## src/rtl/replay_expander.sv

```systemverilog
// Receive side of the time-multiplexed macro column: captures one compressed gamma window
// in a ping-pong store and replays it next window as two zero-inserted spike streams.
module replay_expander #(
   parameter int P            = 64,
   parameter int BUFFER_DEPTH = 16
) (
   input  logic         clk,
   input  logic         rst,
   input  logic         start_count,
   input  logic         gamma_start,
   input  logic [P-1:0] data_in,
   output logic [P-1:0] data_out0,
   output logic [P-1:0] data_out1,
   output logic         out_valid
);

   localparam int HALF   = BUFFER_DEPTH / 2;
   localparam int IDX_W  = $clog2(BUFFER_DEPTH);
   localparam int ADDR_W = $clog2(HALF);

   typedef enum logic [1:0] {IDLE, FILL, RUN} state_t;

   state_t            state;
   logic [IDX_W-1:0]  idx_q;
   logic [IDX_W-1:0]  e;
   logic              wsel;
   logic              abort;
   logic              last;
   logic              wr_en;
   logic              wr_vc;
   logic [ADDR_W-1:0] wr_addr;
   logic [ADDR_W-1:0] rd_addr;
   logic [P-1:0]      rd0;
   logic [P-1:0]      rd1;

   // [bank][virtual column][entry]
   logic [P-1:0] bank [2][2][HALF];

   // The window index restarts on any gamma_start so a premature pulse realigns the window.
   always_comb begin
      e       = (state == IDLE || gamma_start) ? '0 : idx_q;
      last    = (e == IDX_W'(BUFFER_DEPTH - 1));
      abort   = (state == RUN) && gamma_start && (idx_q != '0);
      wr_en   = rst && start_count && (state != IDLE || gamma_start);
      wr_vc   = (e >= IDX_W'(HALF));
      wr_addr = wr_vc ? ADDR_W'(e - IDX_W'(HALF)) : ADDR_W'(e);
      rd_addr = ADDR_W'(e >> 1);
      rd0     = bank[~wsel][0][rd_addr];
      rd1     = bank[~wsel][1][rd_addr];
   end

   // NOTE: the store has no reset; FILL always rewrites a bank before it can be read.
   always_ff @(posedge clk) begin
      if (wr_en) begin
         bank[wsel][wr_vc][wr_addr] <= data_in;
      end
   end

   // NOTE: all state here uses non-blocking assignments so every register sees pre-edge values.
   always_ff @(posedge clk) begin
      if (!rst) begin
         state     <= IDLE;
         idx_q     <= '0;
         wsel      <= 1'b0;
         data_out0 <= '0;
         data_out1 <= '0;
         out_valid <= 1'b0;
      end else if (!start_count) begin
         state     <= IDLE;
         idx_q     <= '0;
         data_out0 <= '0;
         data_out1 <= '0;
         out_valid <= 1'b0;
      end else begin
         idx_q     <= last ? '0 : e + IDX_W'(1);
         data_out0 <= '0;
         data_out1 <= '0;
         out_valid <= 1'b0;
         case (state)
            IDLE: begin
               if (gamma_start) begin
                  state <= FILL;
               end else begin
                  idx_q <= '0;
               end
            end
            FILL: begin
               if (last) begin
                  wsel  <= ~wsel;
                  state <= RUN;
               end
            end
            RUN: begin
               if (abort) begin
                  state <= FILL;
               end else begin
                  out_valid <= 1'b1;
                  data_out0 <= e[0] ? '0 : rd0;
                  data_out1 <= e[0] ? '0 : rd1;
                  if (last) begin
                     wsel <= ~wsel;
                  end
               end
            end
            default: state <= IDLE;
         endcase
      end
   end

endmodule

```

## config.mk

```make
export PLATFORM = sky130hd
export DESIGN_NAME = replay_expander
export DESIGN_NICKNAME = d
export VERILOG_FILES = /design/src/rtl/replay_expander.sv
export SDC_FILE = /design/constraint.sdc
export NUM_CORES = 2
export LEC_CHECK = 0
export CORE_ASPECT_RATIO = 2
export CORE_MARGIN = 3
export CORE_UTILIZATION = 40
export DETAILED_ROUTE_END_ITERATION = 16
export PLACE_DENSITY = 0.53
export SLEW_MARGIN = 5
export SYNTH_ARGS = -nofsm -noshare
export SYNTH_HDL_FRONTEND = slang
export SYNTH_SLANG_ARGS = --single-unit
```

## constraint.sdc

```tcl
create_clock -name clk -period 11 [get_ports clk]
set_input_delay 2.2 -clock clk [delete_from_list [all_inputs] [get_ports clk]]
set_output_delay 2.2 -clock clk [all_outputs]
set_load 0.01 [all_outputs]
```

### Yosys cells after proc, flatten, opt, wreduce, memory -nomap -nowiden

Memories as Yosys holds them, arrays and structs flattened.
Cells that the tools add are included.

| word-level totals | value |
|---|---|
| flip-flop bits (word level) | 136 |
| memory bits (writable) | 2048 |
| input port bits | 68 |
| logic and storage cells | 71 |
| memories kept | 1 |

Memory list:

| memory | depth | width | read ports | clocked after Yosys merged registers in | write ports | line | text |
|---|---|---|---|---|---|---|---|
| bank | 2 | 1024 | 1 | 0 | 1 | 37 | `logic [P-1:0] bank [2][2][HALF];` |

| cells by class | value |
|---|---|
| add/subtract/negate cells | 2 |
| order comparisons | 6 |
| equality and inequality tests | 7 |
| mux-type cells | 25 |
| bitwise logic cells | 7 |
| reduce and logical (&&, ||, !) cells | 17 |

Operators by type and width:

| cell | number |
|---|---|
| $mux 1024 | 1 |
| $demux 512 s1 | 1 |
| $mux 512 | 1 |
| $bmux 64 s3 | 2 |
| $mux 64 | 5 |
| $demux 64 s3 | 1 |
| $mux 4 | 4 |
| $ge 4x4->1 const B | 3 |
| $reduce_and 3->1 | 3 |
| $ne 2x2->1 const B | 4 |
| $not 3->4 | 2 |
| $logic_and 1x1->1 | 6 |
| $mux 2 | 3 |
| $pmux 2 s3 | 1 |
| $reduce_or 5->1 | 1 |
| $add 4x1->4 const B | 1 |
| $eq 4x4->1 const B | 1 |
| $lt 4x1->1 const B | 1 |
| $mux 1 | 4 |
| $not 1->1 | 4 |
| $reduce_bool 2->1 | 2 |
| $reduce_bool 4->1 | 1 |
| $mux 3 | 1 |
| $sub 3x1->3 const B | 1 |
| 9 further kinds | 10 |

### Logic depth before layout (Yosys ltp)

| logic depth | value |
|---|---|
| depth after elaboration | 13 |
| gate-level depth with buffers | 10 |
| gate-level depth less buffers | 6 |

### Worst setup path before layout

OpenSTA, ideal clock, no wires.

| path | value |
|---|---|
| path type | input to register |
| start point | input gamma_start |
| end point | memory bank[0][192] in the netlist's numbering, enable pin |
| arrival | 7.731 ns |
| required time | 10.435 ns |
| path slack | 2.704 ns |
| cell stages on the path | 8 |
| path buffers | 3 |
| cells stage by stage | o21ba_1 > buf_4 > and2_1 > buf_4 > inv_2 > or3_1 > buf_2 > nor3_1 |

| between the ends | value |
|---|---|
| word-level cells in the longest chain between the ends | 12 |

RTL lines:

| item | line | text |
|---|---|---|
| start, declared | 10 | `input logic gamma_start,` |
| $logic_or 1x1->1 | 41 | `e = (state == IDLE \|\| gamma_start) ? '0 : idx_q;` |
| $mux 4 | 41 |  |
| $ge 4x4->1 or $sub 3x1->3 (tied branches) | 45, 46 |  |
| $mux 3 | 46 | `wr_addr = wr_vc ? ADDR_W'(e - IDX_W'(HALF)) : ADDR_W'(e);` |
| $not 3->4 (implied by the code) | 55 | `bank[wsel][wr_vc][wr_addr] <= data_in;` |
| $ge 4x4->1 (implied by the code) or $lt 4x1->1 (tied branches) | 55 |  |
| $logic_and 1x1->1 (implied by the code) | 55 |  |
| $mux 64 (implied by the code) | 55 |  |
| $demux 64 s3 | 55 |  |
| $mux 512 (implied by the code) | 55 |  |
| $demux 512 s1 | 55 |  |
| $mux 1024 (implied by the code) * | 55 |  |
| end, declared | 37 |  |

Mark *: on every way between the ends. The rest lies on a longest branch, timed or not.

### Final worst setup path

| path | value |
|---|---|
| start point | input gamma_start |
| end point | memory bank[0][366] in the netlist's numbering, enable pin |

Same word-level chain as after synthesis.

==> key figures <==
Synthesis
  • Avg Inst Size Synth: 18.2 um^2
  • Cells after Synth: 4592
  • Post-synthesis mux area share: 0.124
  • Distinct cells, synth: 44
  • Main synth FF type: edfxtp_1
  • Adder-Cell Fraction of Synth Area: 0.000300
  • Largest family of logic cells by synthesized area: multiplexers
  • Post-synth EDFFs: 2048
  • Seq/Total Area, Yosys: 0.770
  • Simple-gate share of the synthesized area: 0.0274
  • Post-synthesis xor/xnor area fraction: 0.000210
  • Synth Cell Area: 0.0834 mm^2
  • Syn Nets: 4662
  • Compound-Gate Fraction of Synth Area: 0.0588
  • Warnings, synthesis: 0
  • Post-synthesis register bit count: 2184
  • Asr flop ratio synth: 0

GRT
  • Overall Global Routing Usage: 0.222
  • Vias in the first global route: 45.4k
  • Pin count of the biggest net entering global routing: 135
  • Grt total ovfl: 0
  • First-pass GRT wire length: 340000 um
  • Initial antenna violation count: 8

Placement
  • Placed Area: 0.0885 mm^2
  • I/O Buffers: 196
  • Dpl hpwl: 135000 um
  • Dpl ws: 3050 ps
  • Placed Cells: 7340
  • Final Wtd Congestion: 0.751

CTS
  • Root Buffer: clkbuf_16
  • Max clock buf depth: 4
  • Clock Sinks: 2184
  • Total CTS buffers: 193
  • Reg clk slew, reported paths: 70 ps
  • Post CTS Setup Buffer Count: 0
  • Htree depth: 4
  • CTS tree: done
  • Post-CTS Hold Buffers: 0
  • Post-CTS Resized: 0
  • Insertion delay to the later sink of the worst-skew pair: 850 ps

Die
  • Die X: 329 um
  • CORE AREA: 0.207 mm^2
  • IO Count: 197
  • Row count: 236
  • Total die area: 0.214 mm^2
  • Die H: 652 um
  • Initial Utilization: 0.403

Cells and area
  • Layout area overhead: 13.4%
  • Final Instance Area: 0.0946 mm^2
  • Fin cells: 7695
  • Most common cell after layout, fill and taps aside: edfxtp_1
  • Most frequent cells in the layout: edfxtp_1 (2048), mux2i_1 (967), nor3_1 (277), clkbuf_16 (196), clkdlybuf4s50_1 (182)
  • Fillers: 17.5k
  • Register Area: 0.0642 mm^2
  • Util after Layout: 0.457
  • Share of cells above drive strength 1: 0.109
  • Multi-input gate area: 0.0178 mm^2
  • Final net count: 4868

Setup path
  • Crit start category: input port
  • Worst r2r path cells: 7
  • CP max-delay cell: clkinv_2
  • Crit-path most repeated cell: buf_4
  • Worst Setup End Kind: flip-flop
  • CP Data Required Time: 11460 ps
  • Crit-path cells: clkdlybuf4s50_1 > o21ba_4 > and2_4 > clkinv_2 > or3_1 > nor3_2 > buf_4 > buf_4
  • Crit-path max cell delay: 990 ps
  • CP Data Arrival Time: 7470 ps
  • CP max FO: 36
  • Critical path type: in -> reg

STA
  • WHS: 670 ps
  • Clock Skews: 40.5 ps
  • Final Max Slew Viols: 0
  • Normalized max-slew margin: 0.112
  • Worst setup margin: 3990 ps
  • Min cycle time layout: 7010 ps
  • # setup viols final: 0
  • Final period util: 0.638
  • RSZ-0062 raised after global routing: false
  • F_max: 143 MHz
  • Actual slew at the worst max-slew pin: 1330 ps
  • Setup TNS: 0 ps
  • Fin. Hold Viols: 0

Detailed routing
  • Pre-antenna DRT Iters: 8
  • DR vias/cell: 5.71
  • Final wirelength: 242000 um
  • WL/cell: 31.4 um
  • Vias: 44.0k
  • Drc violations: 0
  • Post-DRT Antenna Nets: 0
  • Drt first-iter violations: 3493

Power and ir drop
  • Maximum VDD drop: 0.106 mV
  • PD cells: 169 mW/mm^2
  • Power, Total: 16.0 mW
  • Static leakage: 27.1 nW

Worst hold path
  • Worst Hold Path Cells: 3
  • Hold Path Class: reg -> reg

Job
  • Max_cap viols: 0

Outcome
  • Status: finished clean
[per-layer routing]
layer  vias to the layer above  wire, um  track usage
li1                      19100         -            -
met3                       357      8660       0.0239
met2                      1115    136000        0.430
met1                     23400     89200        0.251
met4                         2      7750       0.0726
met5                         -        11            0
[registers in the layout (all words and copies together), names as in the netlist]
name,cells
bank,2048
data_out0,64
data_out1,64
idx_q,4
state,2
out_valid,1
wsel,1
[worst paths after layout]
path / startpoint / endpoint / slack (ps)
setup / recovery: gamma_start / bank[0][366] / 3990
hold / removal: bank[1][828] / data_out0[60] / 670
setup reg to reg: state[1] / bank[0][366] / 5430
hold reg to reg: bank[1][828] / data_out0[60] / 670
[cells in the mapped netlist, drive strengths merged (25+ instances only)]
| library cell | n | area, um^2 |
|---|---|---|
| a21oi | 53 | 265 |
| mux2 | 58 | 653 |
| edfxtp | 2048 | 61500 |
| o22a | 116 | 1020 |
| o22ai | 140 | 876 |
| o211ai | 129 | 968 |
| a2111oi | 59 | 517 |
| mux2i | 967 | 9680 |
| or4 | 70 | 526 |
| buf | 218 | 1220 |
| a311oi | 58 | 508 |
| nor3 | 290 | 1470 |
| clkbuf | 108 | 405 |
| nor2 | 25 | 93.8 |
| dfxtp | 136 | 2720 |
| o311a | 70 | 701 |
[cells by family (layout without fill, tap and decap cells)]
family	count (synthesis)	in the layout
DFF	2184	2184
muxes	1025	1025
AOI/OAI and AO/OA	631	631
and+or+nand+nor	420	420
buffers and inverters	328	685
adders and majority gates	2	2
xor gates and xnor gates	2	2
other	0	9
[area by class of cell]
type                    count  area share
inverters                   2   0.0000926
flip-flops and latches   2184       0.679
repair buffers            337      0.0320
clock inverters            77     0.00705
clock buffers             269      0.0572
well taps                2737      0.0362
diodes                      9    0.000238
multi-input cells        2080       0.189
[report_power, final]
part           internal, mW  total (mW)  switching [mW]
registers              9.08        9.09         0.00412
logic                0.0326       0.211           0.178
clock network          3.67        6.66            2.99
[critical path: cells and delay by family]
kind	cells	cell delay, ps
and+or+nand+nor	3	1830
AOI/OAI and AO/OA	1	550
buffers and inverters	4	2810
(Power assumes the default switching activity.)
